**src/rtl/fxp_divider_seq_if.sv**
```systemverilog
// Request/response bundle for the sequential fixed-point divider.
// The master issues operands and start; the slave returns status and results.
interface fxp_divider_seq_if #(
  parameter int W = 10
);
  logic         start;
  logic [W-1:0] a_in;
  logic [W-1:0] b_in;
  logic         busy;
  logic         done;
  logic [W-1:0] q_out;
  logic [W-1:0] rem_out;
  logic         dvz;
  logic         ovf;

  modport master (
    output start, a_in, b_in,
    input  busy, done, q_out, rem_out, dvz, ovf
  );

  modport slave (
    input  start, a_in, b_in,
    output busy, done, q_out, rem_out, dvz, ovf
  );
endinterface

```
**src/rtl/fxp_divider_seq.sv**
```systemverilog
// Restoring shift/subtract fixed-point divider: W-bit quotient with F fractional
// bits after W+F iterations, optional two's-complement operands.
module fxp_divider_seq #(
  parameter int W      = 10,
  parameter int F      = 4,
  parameter bit SIGNED = 1'b0
) (
  input  logic                clk,
  input  logic                sclr,
  fxp_divider_seq_if.slave    bus
);

  localparam int QW = W + F;
  localparam int CW = $clog2(QW + 1);

  typedef enum logic [1:0] {
    IDLE = 2'd0,
    LOAD = 2'd1,
    CALC = 2'd2,
    FIN  = 2'd3
  } state_t;

  state_t          r_state;
  state_t          w_state_nxt;
  logic            w_accept;
  logic            w_load;
  logic            w_calc;
  logic            w_fin;

  logic [W-1:0]    r_a;
  logic [W-1:0]    r_b;
  logic [W-1:0]    r_bmag;
  logic [W-1:0]    r_acc;
  logic [QW-1:0]   r_q;
  logic [CW-1:0]   r_cnt;
  logic            r_sign;
  logic            r_aneg;

  logic            r_busy;
  logic            r_done;
  logic [W-1:0]    r_q_out;
  logic [W-1:0]    r_rem_out;
  logic            r_dvz;
  logic            r_ovf;

  logic [W-1:0]    w_amag;
  logic [W-1:0]    w_bmag;
  logic [QW-1:0]   w_a_ext;
  logic [QW-1:0]   w_q_load;
  logic [W:0]      w_shift;
  logic            w_ge;
  logic [W-1:0]    w_diff;

  logic [QW-1:0]   w_lim_pos;
  logic [QW-1:0]   w_lim;
  logic [W-1:0]    w_min_neg;
  logic [W-1:0]    w_max_pos;
  logic [W-1:0]    w_q_res;
  logic [W-1:0]    w_rem_res;
  logic            w_dvz_res;
  logic            w_ovf_res;

  // W bits suffice for |x|: the most negative input maps to 2^(W-1) read unsigned.
  function automatic logic [W-1:0] f_mag(input logic [W-1:0] v);
    if (SIGNED && v[W-1]) begin
      f_mag = ~v + W'(1);
    end else begin
      f_mag = v;
    end
  endfunction

  function automatic logic [W-1:0] f_neg(input logic [W-1:0] v);
    f_neg = ~v + W'(1);
  endfunction

  assign w_amag    = f_mag(r_a);
  assign w_bmag    = f_mag(r_b);
  assign w_shift   = {r_acc, r_q[QW-1]};
  assign w_ge      = (w_shift >= {1'b0, r_bmag});
  assign w_diff    = w_shift[W-1:0] - r_bmag;
  assign w_lim_pos = (QW'(1) << (W - 1)) - QW'(1);
  assign w_lim     = r_sign ? (w_lim_pos + QW'(1)) : w_lim_pos;
  assign w_min_neg = {1'b1, {(W-1){1'b0}}};
  assign w_max_pos = {1'b0, {(W-1){1'b1}}};

  // Dividend magnitude placed F bits up in the quotient register.
  always_comb begin
    w_a_ext         = '0;
    w_a_ext[W-1:0]  = w_amag;
    w_q_load        = w_a_ext << F;
  end

  // State register.
  always_ff @(posedge clk) begin
    if (sclr) begin
      r_state <= IDLE;
    end else begin
      r_state <= w_state_nxt;
    end
  end

  // Next-state and per-state strobes.
  always_comb begin
    w_state_nxt = r_state;
    w_accept    = 1'b0;
    w_load      = 1'b0;
    w_calc      = 1'b0;
    w_fin       = 1'b0;
    case (r_state)
      IDLE: begin
        if (bus.start) begin
          w_accept    = 1'b1;
          w_state_nxt = LOAD;
        end else begin
          w_state_nxt = IDLE;
        end
      end
      LOAD: begin
        w_load = 1'b1;
        if (w_bmag == '0) begin
          w_state_nxt = FIN;
        end else begin
          w_state_nxt = CALC;
        end
      end
      CALC: begin
        w_calc = 1'b1;
        if (r_cnt == CW'(1)) begin
          w_state_nxt = FIN;
        end else begin
          w_state_nxt = CALC;
        end
      end
      FIN: begin
        w_fin       = 1'b1;
        w_state_nxt = IDLE;
      end
      default: begin
        w_state_nxt = IDLE;
      end
    endcase
  end

  // Operand capture and the shift/subtract iteration.
  always_ff @(posedge clk) begin
    if (sclr) begin
      r_a    <= '0;
      r_b    <= '0;
      r_bmag <= '0;
      r_acc  <= '0;
      r_q    <= '0;
      r_cnt  <= '0;
      r_sign <= 1'b0;
      r_aneg <= 1'b0;
    end else begin
      if (w_accept) begin
        r_a <= bus.a_in;
        r_b <= bus.b_in;
      end
      if (w_load) begin
        r_q    <= w_q_load;
        r_acc  <= '0;
        r_bmag <= w_bmag;
        r_sign <= SIGNED & (r_a[W-1] ^ r_b[W-1]);
        r_aneg <= SIGNED & r_a[W-1];
        r_cnt  <= CW'(QW);
      end else if (w_calc) begin
        r_acc  <= w_ge ? w_diff : w_shift[W-1:0];
        r_q    <= {r_q[QW-2:0], w_ge};
        r_cnt  <= r_cnt - CW'(1);
      end
    end
  end

  // Saturation, sign restore and divide-by-zero substitution of the final result.
  always_comb begin
    w_q_res   = '0;
    w_rem_res = '0;
    w_dvz_res = 1'b0;
    w_ovf_res = 1'b0;
    if (r_bmag == '0) begin
      w_dvz_res = 1'b1;
      if (SIGNED) begin
        w_q_res = r_aneg ? w_min_neg : w_max_pos;
      end else begin
        w_q_res = '1;
      end
    end else if (SIGNED) begin
      w_ovf_res = (r_q > w_lim);
      if (w_ovf_res) begin
        w_q_res = r_sign ? w_min_neg : w_max_pos;
      end else begin
        w_q_res = r_sign ? f_neg(r_q[W-1:0]) : r_q[W-1:0];
      end
      w_rem_res = r_aneg ? f_neg(r_acc) : r_acc;
    end else begin
      w_ovf_res = ((r_q >> W) != '0);
      w_q_res   = w_ovf_res ? '1 : r_q[W-1:0];
      w_rem_res = r_acc;
    end
  end

  // Registered status and results; results persist until the next FIN.
  always_ff @(posedge clk) begin
    if (sclr) begin
      r_busy    <= 1'b0;
      r_done    <= 1'b0;
      r_q_out   <= '0;
      r_rem_out <= '0;
      r_dvz     <= 1'b0;
      r_ovf     <= 1'b0;
    end else begin
      r_done <= w_fin;
      if (w_accept) begin
        r_busy <= 1'b1;
      end else if (w_fin) begin
        r_busy <= 1'b0;
      end
      if (w_fin) begin
        r_q_out   <= w_q_res;
        r_rem_out <= w_rem_res;
        r_dvz     <= w_dvz_res;
        r_ovf     <= w_ovf_res;
      end
    end
  end

  assign bus.busy    = r_busy;
  assign bus.done    = r_done;
  assign bus.q_out   = r_q_out;
  assign bus.rem_out = r_rem_out;
  assign bus.dvz     = r_dvz;
  assign bus.ovf     = r_ovf;

endmodule

```
**src/flat_wrapper.sv**
```systemverilog
// flat-port wrapper written by rule: the top's interface ports become plain ports
module fxp_divider_seq_flat 
#(
  parameter int W      = 10,
  parameter int F      = 4,
  parameter bit SIGNED = 1'b0
)
  (clk, sclr, bus_start, bus_a_in, bus_b_in, bus_busy, bus_done, bus_q_out, bus_rem_out, bus_dvz, bus_ovf);
  fxp_divider_seq_if #(.W(W)) bus_i ();
  input  logic clk;
  input  logic sclr;
  input wire logic [$bits(bus_i.start)-1:0] bus_start;
  input wire logic [$bits(bus_i.a_in)-1:0] bus_a_in;
  input wire logic [$bits(bus_i.b_in)-1:0] bus_b_in;
  output wire logic [$bits(bus_i.busy)-1:0] bus_busy;
  output wire logic [$bits(bus_i.done)-1:0] bus_done;
  output wire logic [$bits(bus_i.q_out)-1:0] bus_q_out;
  output wire logic [$bits(bus_i.rem_out)-1:0] bus_rem_out;
  output wire logic [$bits(bus_i.dvz)-1:0] bus_dvz;
  output wire logic [$bits(bus_i.ovf)-1:0] bus_ovf;
  assign bus_i.start = bus_start;
  assign bus_i.a_in = bus_a_in;
  assign bus_i.b_in = bus_b_in;
  assign bus_busy = bus_i.busy;
  assign bus_done = bus_i.done;
  assign bus_q_out = bus_i.q_out;
  assign bus_rem_out = bus_i.rem_out;
  assign bus_dvz = bus_i.dvz;
  assign bus_ovf = bus_i.ovf;
  fxp_divider_seq #(.W(W), .F(F), .SIGNED(SIGNED)) u_core (.clk(clk), .sclr(sclr), .bus(bus_i));
endmodule
```
**config.mk**
```make
export PLATFORM = sky130hd
export DESIGN_NAME = fxp_divider_seq_flat
export DESIGN_NICKNAME = d
export VERILOG_FILES = /design/src/rtl/fxp_divider_seq_if.sv /design/src/rtl/fxp_divider_seq.sv /design/src/flat_wrapper.sv
export SDC_FILE = /design/constraint.sdc
export NUM_CORES = 1
export LEC_CHECK = 0
export BUFFER_PORTS_ARGS = -buffer_cell sky130_fd_sc_hd__clkbuf_2
export CELL_PAD_IN_SITES_DETAIL_PLACEMENT = 0
export CELL_PAD_IN_SITES_GLOBAL_PLACEMENT = 2
export CORE_UTILIZATION = 35
export CTS_CLUSTER_SIZE = 20
export DETAILED_ROUTE_END_ITERATION = 10
export PLACE_DENSITY = 0.85
export SYNTH_ARGS = -nofsm -noshare
export SYNTH_HDL_FRONTEND = slang
export SYNTH_SLANG_ARGS = --single-unit
```
**constraint.sdc**
```tcl
create_clock -name clk -period 5.62 [get_ports clk]
set_clock_uncertainty 0.2 [all_clocks]
set_input_delay 0.843 -clock clk [delete_from_list [all_inputs] [get_ports clk]]
set_output_delay 0.843 -clock clk [all_outputs]
set_load 0.01 [all_outputs]
```
Yosys cells after proc, flatten, opt, wreduce, memory -nomap -nowiden
Cells that the tools add are included.
{ "classes": {"add_sub_neg": 2, "magnitude_cmp": 1, "n_eq_ne": 4, "n_mux": 21, "reduce_logical": 7} }
{ "op_table": {"columns": ["operator", "count"], "rows": [
  ["10-bit 2-to-1 mux", 4],
  ["14-bit 2-to-1 mux", 2],
  ["10-bit logical NOT", 2],
  ["14-bit nonzero test", 1],
  ["1-bit 2-to-1 mux", 12],
  ["11-bit by 10-bit greater-or-equal comparator with 1-bit output", 1],
  ["10-bit subtractor", 1],
  ["4-bit 2-to-1 mux", 2],
  ["2-bit case mux with 4 select lines", 1],
  ["2-bit equality test, second input constant", 2],
  ["4-bit by 1-bit equality test with 1-bit output, second input constant", 1],
  ["2-bit nonzero test", 2],
  ["4-bit by 1-bit subtractor with 4-bit output, second input constant", 1],
  ["2-bit by 1-bit equality test with 1-bit output, second input constant", 1],
  ["2-bit logical NOT", 1],
  ["2-bit OR reduction", 1]
]} }
{ "word_totals": {"reg_bits": 84, "input_bits": 23, "out_inout_bits": 24, "wordCells": 50} }

Logic depth before layout (Yosys ltp)
Gate-level depths: netlist of run 1.
{ "logic_depth": {"word_depth": 4, "depth_mapped": 9} }

Least setup slack after synthesis of run 1
Ideal clock, no wire load.
{ "synth_timing": {"kind": "in2reg", "start": "input port sclr", "end": "register u_core.r_rem_out[1] (netlist: u_core.bus.rem_out[1])", "setup_ns": 0.128, "arrival_ns": 1.689, "setup_slack_ns": 3.603, "path_stages": 4, "path_buffers": 3, "cell_sequence": "clkbuf_1 -> clkbuf_1 -> clkbuf_1 -> nor2_1"} }
{ "synth_lines": {"columns": ["item", "line_no", "text"], "rows": [
  ["from (decl)", "flat_wrapper.sv:11", "input logic sclr;"],
  ["to (signal assigned)", "fxp_divider_seq.sv:221", "r_rem_out <= w_rem_res;"],
  ["to (decl)", "fxp_divider_seq.sv:42", "logic [W-1:0] r_rem_out;"]
]} }
No word-level cell between the ends.

Final worst setup path of run 1
{ "layout_timing": {"start": "register u_core.r_acc[5]", "end": "register u_core.r_acc[6]"} }
{ "layout_between": {"elab_chain_cells": 2, "word_cells_on_any_way": 3, "classes_between": "add/sub (1); order compare (1); mux (1)"} }
{ "layout_rtl": {"columns": ["item", "line_no", "text"], "rows": [
  ["from (decl)", "fxp_divider_seq.sv:33", "logic [W-1:0] r_acc;"],
  ["from (signal assigned)", "fxp_divider_seq.sv:168", "r_acc <= w_ge ? w_diff : w_shift[W-1:0];"],
  ["10-bit subtractor or 11-bit by 10-bit greater-or-equal comparator with 1-bit output (tied branches)", "fxp_divider_seq.sv:80, fxp_divider_seq.sv:79", null],
  ["10-bit 2-to-1 mux (*)", "fxp_divider_seq.sv:168", null]
]} }
Every way passes the cells marked *; elsewhere a longest branch is shown, timed or not.
A chain may end at the register's enable or synchronous reset.

==> results of run 1 <==
## synthesized netlist by cell type, types with 2 or more instances
cell                       instances  area (sq um)
sky130_fd_sc_hd__a211oi_1         13          97.6
sky130_fd_sc_hd__a21oi_1          33           165
sky130_fd_sc_hd__a22oi_1          20           150
sky130_fd_sc_hd__a31oi_1           9          56.3
sky130_fd_sc_hd__a41oi_1           2          17.5
sky130_fd_sc_hd__and2_1            2          12.5
sky130_fd_sc_hd__and3_1            8          50.1
sky130_fd_sc_hd__buf_1             2          7.51
sky130_fd_sc_hd__buf_2             3          15.0
sky130_fd_sc_hd__clkbuf_1         25          93.8
sky130_fd_sc_hd__dfxtp_1          84          1680
sky130_fd_sc_hd__ha_1             17           213
sky130_fd_sc_hd__inv_1            22          82.6
sky130_fd_sc_hd__mux2i_1          15           150
sky130_fd_sc_hd__nand2_1          55           206
sky130_fd_sc_hd__nand2b_1          5          31.3
sky130_fd_sc_hd__nand3_1          13          65.1
sky130_fd_sc_hd__nand3b_1          3          22.5
sky130_fd_sc_hd__nor2_1           69           259
sky130_fd_sc_hd__nor2b_1           3          18.8
sky130_fd_sc_hd__nor3_1           17          85.1
sky130_fd_sc_hd__nor4_1            6          37.5
sky130_fd_sc_hd__o211ai_1          3          22.5
sky130_fd_sc_hd__o21a_1            2          15.0
sky130_fd_sc_hd__o21ai_0          14          70.1
sky130_fd_sc_hd__o31ai_1           2          15.0
sky130_fd_sc_hd__xor2_1            4          35.0
## power by group
group | internal, mW | switching [mW] | leakage [nW]
combinational | 0.119 | 0.212 | 0.942
clock | 0.208 | 0.230 | 0.0923
sequential | 0.635 | 0.0351 | 0.684
## sequential cells by signal (all words and copies together) (netlist names), 2 cells and up
| signal | cells |
|---|---|
| u_core.r_b | 10 |
| u_core.r_a | 10 |
| u_core.bus.q_out | 10 |
| u_core.r_cnt | 4 |
| u_core.r_acc | 10 |
| u_core.r_q | 14 |
| u_core.bus.rem_out | 10 |
| u_core.r_bmag | 10 |
| u_core.r_state | 2 |
## path summary, 6_finish.rpt
check                       start              end  cells after the start
setup / recovery  u_core.r_acc[5]  u_core.r_acc[6]                      6
setup reg to reg  u_core.r_acc[5]  u_core.r_acc[6]                      6
hold / removal      u_core.r_a[9]    u_core.r_a[9]                      2
hold reg to reg     u_core.r_a[9]    u_core.r_a[9]                      2
## layer usage
layer / share of wire / global-route usage / up-vias
met5: 0 / 0 / -
met4: 0.0049 / 0.0499 / 0
met3: 0.038 / 0.0327 / 2
met2: 0.41 / 0.226 / 67
met1: 0.54 / 0.253 / 1442
li1: - / - / 1712
## critical path, cell delays in order, from the launching register on
cell and delay (ps):
sky130_fd_sc_hd__dfxtp_1 450, sky130_fd_sc_hd__ha_1 330, sky130_fd_sc_hd__a21oi_1 280, sky130_fd_sc_hd__nand2_1 110
sky130_fd_sc_hd__o21ai_1 740, sky130_fd_sc_hd__a22o_1 270, sky130_fd_sc_hd__a31oi_1 80
## metrics by stage
step,setup WS [ps],area [sq um],instances,util
after floorplan,3600,3880,472,-
after global placement,2830,4190,631,0.388
after detailed placement,2820,4190,631,0.388
after CTS,2980,4380,647,0.406
after global routing,2750,4380,647,0.406
final,3020,4380,647,0.406
## cell type report
| cell class | count | area, sq um | area share |
|---|---|---|---|
| Clock buffer | 9 | 124 | 0.0283 |
| Sequential cell | 84 | 1680 | 0.384 |
| Multi-Input combinational cell | 335 | 1990 | 0.453 |
| Tap cell | 140 | 175 | 0.0400 |
| Inverter | 22 | 82.6 | 0.0188 |
| Timing Repair Buffer | 50 | 260 | 0.0594 |
| Clock inverter | 7 | 75.1 | 0.0171 |
## cells by family (layout without fill, tap and decap cells)
family | Yosys count | after routing | share of synthesized area
simple gates | 188 | 188 | 0.217
flops | 84 | 84 | 0.434
fa+ha+maj | 18 | 18 | 0.0600
buf+inv | 53 | 88 | 0.0542
compound gates | 109 | 109 | 0.185
xor+xnor | 5 | 5 | 0.0113
mux | 15 | 15 | 0.0387
==> results.sh, run 1 <==
export IMPL_worstSetupPathType="reg2reg"
export IMPL_max_slew_worst_pin_slew_ps=930
export IMPL_synth_net_count=513
export IMPL_drive_above_1_share=0.140
export IMPL_power_leakage_nw=1.72
export IMPL_setup_viol_count_final=0
export IMPL_cts_tree="yes"
export IMPL_dr_first_iter_drc_count=152
export IMPL_net_count_of_the_finished_layout=543
export IMPL_final_common_cell="sky130_fd_sc_hd__dfxtp_1"
export IMPL_drc_errors=0
export IMPL_pwr_density_cell_nw_per_um2=328
export IMPL_vias_per_cell=4.98
export IMPL_worst_endpoint_required_ps=5640
export IMPL_clk_root_buffer_cell="sky130_fd_sc_hd__clkbuf_8"
export IMPL_clock_tree_buffer_depth=2
export IMPL_detailedPlacementHpwl_microns=6310
export IMPL_design_die_area_sq_um=11500
export IMPL_most_used_cells_in_the_layout_excluding_fill_and_tap_cells="84 x sky130_fd_sc_hd__dfxtp_1, 69 x sky130_fd_sc_hd__nor2_1, 55 x sky130_fd_sc_hd__nand2_1"
export IMPL_finalWeightedCongestion=0.812
export IMPL_synth_async_sr_flop_share=0
export IMPL_start_util=0.359
export IMPL_yosysSeqAreaShare=0.434
export IMPL_ant_nets=0
export IMPL_dr_total_vias=3223
export IMPL_flop_and_latch_count_out_of_synthesis=84
export IMPL_die_width_microns=107
export IMPL_hold_viol_final=0
export IMPL_cap_violations=0
export IMPL_synth_top_flop_cell="sky130_fd_sc_hd__dfxtp_1"
export IMPL_core_area_sq_um=10800
export IMPL_worstSetupStartpointType="register"
export IMPL_placement_io_buffers=46
export IMPL_avg_inst_size_synth_sq_um=8.21
export IMPL_first_pass_grt_wire_length_microns=14900
export IMPL_fillers=1143
export IMPL_critical_path_max_fanout=13
export IMPL_largest_net_degree_at_the_start_of_global_routing=72
export IMPL_routed_wire_length_per_instance_microns=13.8
export IMPL_cts_inserted_buffers=9
export IMPL_grt_antenna_before_repair=0
export IMPL_grt_usage=0.165
export IMPL_run_status="finished, final reports clean"
export IMPL_power_mw=1.44
export IMPL_synth_cell_area_sq_um=3880
export IMPL_vias_in_the_first_global_route=2870
export IMPL_antenna_diode_count=0
export IMPL_area_growth_pct=13.1
export IMPL_grt_ovfl_total=0
export IMPL_cts_hold_fix_buffers=0
export IMPL_yosys_cell_types_count=48
export IMPL_totalNegativeSetupSlack_ps=0
export IMPL_timing_critical_path_arrival_ps=2620
export IMPL_timing_reg2reg_setup_slack_ps=3020
export IMPL_die_h_microns=107
export IMPL_htreeDepth=3
export IMPL_cts_repair_timing_setup_buffer_count=0
export IMPL_routed_wirelength_microns=8960
export IMPL_unrepaired_setup_endpoints_after_global_routing="false"
export IMPL_boundaryPins=47
export IMPL_clock_insertion_delay_worst_skew_ps=350
export IMPL_min_period_ps=2600
export IMPL_peakVddDrop_uv=121
export IMPL_clkSlewWorstSetupHoldPaths_ps=90
export IMPL_postSynthCellCount=472
export IMPL_cts_repair_resized=0
export IMPL_timing_final_max_slew_violations=0
export IMPL_synth_edf_count=0
export IMPL_yosysWarnings=0
export IMPL_maxSlewHeadroom=0.376
export IMPL_finalCritPeriodShare=0.462
export IMPL_achievable_frequency_ghz=0.385
export IMPL_drt_pre_antenna_iters=4
export IMPL_numClockSinks=84
export IMPL_holdWs_ps=262
export IMPL_timing_critical_path_to_type="register"
export IMPL_row_count=38
export IMPL_hold_class="reg2reg"
Note: power is estimated with default switching activity, not from simulation.
==> run 2, diff against run 1 <==
Settings changed: ABC_AREA set to 1, CORE_UTILIZATION 35 to 30, PLACE_DENSITY 0.85 to 0.81.
Clock period 5.62 ns to 2.3 ns, I/O delays scaled along.
==> run 2 against run 1 <==
Net effect:
- final cell count grew 18%
- non-clock buffer count grew 11
- total power grew to 4.3 times the previous value
- sequential cell count is the same
- synthesized cell count grew 14%
==> results.sh, run 2 <==
export IMPL_peakVddDrop_uv=486
export IMPL_setup_viol_count_final=0
export IMPL_pwr_density_cell_nw_per_um2=1330
export IMPL_cap_violations=0
export IMPL_first_pass_grt_wire_length_microns=16900
export IMPL_yosys_cell_types_count=32
export IMPL_drc_errors=0
export IMPL_run_status="finished, final reports clean"
export IMPL_final_common_cell="sky130_fd_sc_hd__nand2_1"
export IMPL_clock_tree_buffer_depth=2
export IMPL_cts_tree="yes"
export IMPL_clock_insertion_delay_worst_skew_ps=340
export IMPL_yosysWarnings=0
export IMPL_critical_path_max_fanout=3
export IMPL_dr_first_iter_drc_count=206
export IMPL_netlist_top_cells_area="sky130_fd_sc_hd__dfxtp_1 43%, sky130_fd_sc_hd__nand2_1 10%, sky130_fd_sc_hd__a21oi_1 7.4%"
export IMPL_detailedPlacementHpwl_microns=7230
export IMPL_post_synth_top_count_cell="sky130_fd_sc_hd__nand2_1"
export IMPL_fillers=1382
export IMPL_cts_inserted_buffers=9
export IMPL_synth_async_sr_flop_share=0
export IMPL_placed_cells=747
export IMPL_min_period_ps=2060
export IMPL_finalInstanceArea_sq_um=4690
export IMPL_largest_register_ff_count=14
export IMPL_totalNegativeSetupSlack_ps=0
export IMPL_timing_critical_path_arrival_ps=2090
export IMPL_worstSetupPathType="reg2reg"
export IMPL_achievable_frequency_ghz=0.484
export IMPL_final_critical_path_setup_slack_ps=236
export IMPL_numClockSinks=84
export IMPL_htreeDepth=3
export IMPL_vias_per_cell=4.65
export IMPL_synth_cell_area_sq_um=3910
export IMPL_boundaryPins=47
export IMPL_synth_edf_count=0
export IMPL_row_count=41
export IMPL_clk_root_buffer_cell="sky130_fd_sc_hd__clkbuf_16"
export IMPL_pre_cts_slack_ps=161
export IMPL_timing_critical_path_to_type="register"
export IMPL_start_util=0.309
export IMPL_detailed_place_area_sq_um=4360
export IMPL_synth_top_flop_cell="sky130_fd_sc_hd__dfxtp_1"
export IMPL_finalCritPeriodShare=0.898
export IMPL_synth_net_count=580
export IMPL_final_instance_count_excl_fill=763
export IMPL_yosysSeqAreaShare=0.430
export IMPL_cts_hold_fix_buffers=0
export IMPL_grt_antenna_before_repair=0
export IMPL_clkSlewWorstSetupHoldPaths_ps=60
export IMPL_routed_wire_length_per_instance_microns=13.0
export IMPL_power_mw=6.24
export IMPL_hold_viol_final=0
export IMPL_core_area_sq_um=12700
export IMPL_largest_net_degree_at_the_start_of_global_routing=51
export IMPL_postSynthCellCount=539
export IMPL_antenna_diode_count=0
export IMPL_finalWeightedCongestion=0.835
export IMPL_net_count_of_the_finished_layout=627
export IMPL_ant_nets=0
export IMPL_drt_pre_antenna_iters=4
export IMPL_timing_final_max_slew_violations=0
export IMPL_cts_repair_resized=0
export IMPL_design_die_area_sq_um=13500
export IMPL_holdWs_ps=49.3
export IMPL_grt_usage=0.165
export IMPL_vias_in_the_first_global_route=3482
export IMPL_die_width_microns=116
export IMPL_registers_top_by_ff_count="u_core.r_q"
export IMPL_flop_and_latch_count_out_of_synthesis=84
export IMPL_drive_above_1_share=0.156
export IMPL_max_slew_worst_pin_slew_ps=495
export IMPL_power_leakage_nw=2.17
export IMPL_worst_endpoint_required_ps=2320
export IMPL_die_h_microns=116
export IMPL_placement_io_buffers=46
export IMPL_area_growth_pct=19.8
export IMPL_maxSlewHeadroom=0.668
export IMPL_unrepaired_setup_endpoints_after_global_routing="false"
export IMPL_yosys_top_cells_count="106 x sky130_fd_sc_hd__nand2_1, 84 x sky130_fd_sc_hd__dfxtp_1, 71 x sky130_fd_sc_hd__nor2_1"
export IMPL_grt_ovfl_total=0
export IMPL_dr_total_vias=3549
export IMPL_most_used_cells_in_the_layout_excluding_fill_and_tap_cells="106 x sky130_fd_sc_hd__nand2_1, 84 x sky130_fd_sc_hd__dfxtp_1, 71 x sky130_fd_sc_hd__nor2_1"
export IMPL_final_cell_utilization_of_the_core=0.370
export IMPL_synth_area_leader="sky130_fd_sc_hd__dfxtp_1"
export IMPL_worstSetupStartpointType="register"
export IMPL_hold_class="in2reg"
export IMPL_cts_repair_timing_setup_buffer_count=0
export IMPL_synthDominantCellAreaShare=0.430
export IMPL_avg_inst_size_synth_sq_um=7.26
export IMPL_routed_wirelength_microns=9930
[run 2: changes by cell type in the layout (fill, tap and decap cells not counted), moves of 12 or more]
cell,change
sky130_fd_sc_hd__nand3_1,+12
sky130_fd_sc_hd__mux2i_1,-15
sky130_fd_sc_hd__a22oi_1,-20
sky130_fd_sc_hd__nand2_1,+51
sky130_fd_sc_hd__a211oi_1,-12
sky130_fd_sc_hd__nor3_1,-16
sky130_fd_sc_hd__inv_1,+29
sky130_fd_sc_hd__nand4_1,+13
sky130_fd_sc_hd__a21oi_1,+25
sky130_fd_sc_hd__o21ai_0,+38
[run 2: kinds of logic after synthesis]
| group | share of synthesized area |
|---|---|
| AO/OA/AOI/OAI | 0.162 |
| AND/OR/NAND/NOR | 0.260 |
| adder cells (fa/ha/maj) | 0.0595 |
| buffers and inverters | 0.0822 |
| flip-flops | 0.430 |
| XOR/XNOR | 0.00671 |
[run 2: layout make-up]
type                       count  area, sq um  share of cell area
tap                          172          215              0.0459
clock inverter                 5         82.6              0.0176
inverter                      55          206              0.0440
sequential                    84         1680               0.359
clock buffer                  11          243              0.0518
multi-input combinational    375         1920               0.409
timing repair buffer          61          343              0.0731
[run 2: power by group]
| group | leakage [nW] | switching [mW] | internal [mW] | total (mW) |
|---|---|---|---|---|
| Sequential | 0.687 | 0.205 | 1.75 | 1.95 |
| Combinational | 1.32 | 1.81 | 0.913 | 2.72 |
| Clock | 0.160 | 0.581 | 0.984 | 1.57 |
| Total | 2.17 | 2.59 | 3.65 | 6.24 |
[run 2: layer usage]
metal  track usage  up-vias  routed length (microns)
li1              -     1863                        -
met1         0.197     1604                     4560
met2         0.273       60                     4710
met3        0.0353       22                      307
met4        0.0940        0                      349
met5             0        -                        0
[run 2: path summary, 6_finish.rpt]
path	end	slack, ps	start	cells past startpoint
worst min-delay path	u_core.r_a[2]	50	bus_a_in[2]	3
worst max register to register	u_core.r_acc[8]	240	u_core.r_q[13]	12
worst min register to register	u_core.bus.rem_out[8]	270	u_core.bus.rem_out[8]	2
worst max-delay path	u_core.r_acc[8]	240	u_core.r_q[13]	12
[run 2: critical path: stages (launching register included)]
cell and delay, ps:
sky130_fd_sc_hd__dfxtp_1 350, sky130_fd_sc_hd__inv_1 110, sky130_fd_sc_hd__ha_1 150, sky130_fd_sc_hd__inv_1 80
sky130_fd_sc_hd__fa_2 390, sky130_fd_sc_hd__nand2_1 80, sky130_fd_sc_hd__nand3_1 110, sky130_fd_sc_hd__nand2_1 110
sky130_fd_sc_hd__nand3b_1 70, sky130_fd_sc_hd__nand2_1 110, sky130_fd_sc_hd__nor2_1 60, sky130_fd_sc_hd__nor2_1 90
sky130_fd_sc_hd__nor2_1 40
==> run 3, diff against run 2 <==
Settings changed: BUFFER_PORTS_ARGS -buffer_cell sky130_fd_sc_hd__clkbuf_2 to unset, CORE_ASPECT_RATIO set to 0.6, CORE_UTILIZATION 30 to 32, DONT_BUFFER_PORTS set to 1, PLACE_DENSITY 0.81 to 0.79.
==> run 3 against run 2 <==
Net effect:
- sequential power is essentially flat
- cell area shrank 1.3%
- sequential cell count is the same
- non-clock buffer count shrank 21
- routed wire length grew 10%
- setup slack lost 98 ps
- core utilization grew 2.9 points
- via count shrank 0.34%
- combinational power grew 3%
- global-route usage grew 2.3 points
- largest cell class unchanged
- critical path depth shrank 1
- maximum frequency shrank 4.5%
- critical path type unchanged
==> results.sh, run 3 (same netlist as run 2, synthesis figures left out) <==
export IMPL_route_met2_wl_microns=3880
export IMPL_achievable_frequency_ghz=0.463
export IMPL_placed_cells=696
export IMPL_critical_path_max_stage_delay_ps=460
export IMPL_grt_usage=0.188
export IMPL_vias_per_cell=4.85
export IMPL_timing_critical_path_to_type="register"
export IMPL_critical_path_cell_chain="ha_1 -> nand2_1 -> inv_1 -> nand2_1 -> nor2_2 -> nor2_2 -> buf_4 -> nand4_1 -> nand3_1 -> nand2_1 -> inv_1"
export IMPL_worst_endpoint_required_ps=2390
export IMPL_critical_path_max_fanout=7
export IMPL_placement_io_buffers=0
export IMPL_drc_errors=0
export IMPL_most_used_cells_in_the_layout_excluding_fill_and_tap_cells="106 x sky130_fd_sc_hd__nand2_1, 84 x sky130_fd_sc_hd__dfxtp_1, 71 x sky130_fd_sc_hd__nor2_1"
export IMPL_finalWeightedCongestion=0.825
export IMPL_power_mw=6.16
export IMPL_hold_class="in2reg"
export IMPL_crit_path_frequent_cell="sky130_fd_sc_hd__nand2_1"
export IMPL_final_common_cell="sky130_fd_sc_hd__nand2_1"
export IMPL_area_growth_pct=18.3
export IMPL_dr_first_iter_drc_count=261
export IMPL_largest_register_ff_count=14
export IMPL_pwr_density_cell_nw_per_um2=1330
export IMPL_proportion_of_power_drawn_by_the_clock_network=0.226
export IMPL_finalInstanceArea_sq_um=4630
export IMPL_grt_ovfl_total=0
export IMPL_clock_insertion_delay_worst_skew_ps=340
export IMPL_net_count_of_the_finished_layout=606
export IMPL_grt_antenna_before_repair=0
export IMPL_ant_nets=0
export IMPL_maxSlewHeadroom=0.420
export IMPL_totalNegativeSetupSlack_ps=0
export IMPL_numClockSinks=84
export IMPL_registers_top_by_ff_count="u_core.r_q"
export IMPL_timing_final_max_slew_violations=0
export IMPL_top_layer="met4"
export IMPL_pwr_share_comb=0.454
export IMPL_cap_violations=0
export IMPL_detailedPlacementHpwl_microns=7930
export IMPL_pre_cts_slack_ps=181
export IMPL_power_leakage_nw=2.05
export IMPL_routedLengthMet1_microns=5930
export IMPL_power_switching_mw=2.74
export IMPL_dr_total_vias=3537
export IMPL_clk_root_buffer_cell="sky130_fd_sc_hd__clkbuf_16"
export IMPL_sw_frac_of_total=0.445
export IMPL_worstSetupStartpointType="register"
export IMPL_critical_path_slowest_cell="sky130_fd_sc_hd__dfxtp_1"
export IMPL_first_pass_grt_wire_length_microns=17500
export IMPL_htreeDepth=3
export IMPL_timing_critical_path_arrival_ps=2260
export IMPL_vias_in_the_first_global_route=3184
export IMPL_peakVddDrop_uv=508
export IMPL_holdWs_ps=4.93
export IMPL_boundaryPins=47
export IMPL_internal_power_mw=3.42
export IMPL_finalCritPeriodShare=0.940
export IMPL_final_critical_path_setup_slack_ps=138
export IMPL_final_cell_utilization_of_the_core=0.399
export IMPL_drt_pre_antenna_iters=4
export IMPL_setup_viol_count_final=0
export IMPL_met3WireLength_microns=1040
export IMPL_timing_reg2reg_setup_slack_ps=140
export IMPL_cts_inserted_buffers=9
export IMPL_worstSetupPathType="reg2reg"
export IMPL_clkSlewWorstSetupHoldPaths_ps=70
export IMPL_detailed_place_area_sq_um=4160
export IMPL_core_area_sq_um=11600
export IMPL_sequentialPowerShare=0.320
export IMPL_antenna_diode_count=0
export IMPL_clock_tree_buffer_depth=2
export IMPL_design_die_area_sq_um=12700
export IMPL_start_util=0.337
export IMPL_cts_tree="yes"
export IMPL_routed_wirelength_microns=10900
export IMPL_min_period_ps=2160
export IMPL_die_width_microns=145
export IMPL_drive_above_1_share=0.0930
export IMPL_cts_repair_resized=0
export IMPL_routed_wire_length_per_instance_microns=15.0
export IMPL_run_status="finished, final reports clean"
export IMPL_final_instance_count_excl_fill=730
export IMPL_die_h_microns=87.7
export IMPL_cts_repair_timing_setup_buffer_count=0
export IMPL_hold_viol_final=0
export IMPL_unrepaired_setup_endpoints_after_global_routing="false"
export IMPL_row_count=30
export IMPL_max_slew_worst_pin_slew_ps=867
export IMPL_largest_net_degree_at_the_start_of_global_routing=44
run 3: cell count changes in the layout (fill, tap and decap cells not counted), sizes merged:
| cell | previous run | this run |
|---|---|---|
| clkinvlp | 0 | 1 |
| clkbuf | 57 | 9 |
| bufinv | 2 | 0 |
| buf | 15 | 22 |
| inv | 53 | 56 |
| dlygate4sd3 | 0 | 18 |
run 3: routing by layer:
layer  global-route usage  vias up
met5                    0        -
met4               0.0555        0
met3               0.0552        8
met2                0.231       97
met1                0.297     1615
li1                     -     1817
run 3: power groups by stage:
stage               Sequential, mW  Clock, mW  Combinational (mW)
global route                  2.01       1.50                3.13
detailed placement            2.00          0                2.73
finish                        1.97       1.39                2.80
CTS                           1.97       1.42                2.77
floorplan                     1.93          0                2.08
global placement              1.99          0                2.72
run 3: layout make-up:
class,instances,area (sq um)
multi-input cells,375,1910
clock buffers,9,225
clock inverters,7,58.8
fillers,1228,6970
well taps,160,200
flip-flops and latches,84,1680
repair buffers,40,345
inverters,55,206
run 3: worst max-delay path, delay by kind of cell, from the launching register on:
| kind | cells | cell delay [ps] |
|---|---|---|
| buffers and inverters | 3 | 300 |
| flip-flops | 1 | 460 |
| AND/OR/NAND/NOR | 7 | 790 |
| adder cells (fa/ha/maj) | 1 | 360 |
run 3: worst paths after layout:
path                    from               to  depth (start not counted)
max reg2reg  u_core.r_acc[1]  u_core.r_acc[4]                         11
max          u_core.r_acc[1]  u_core.r_acc[4]                         11
min reg2reg    u_core.r_q[9]   u_core.r_q[10]                          2
min              bus_a_in[0]    u_core.r_a[0]                          2
run 3: what timing repair did:
item / in CTS / in global routing
setup endpoints to repair: 0 / 0
endpoints found under the hold margin: 39 / 0
hold buffers: 18 / 0
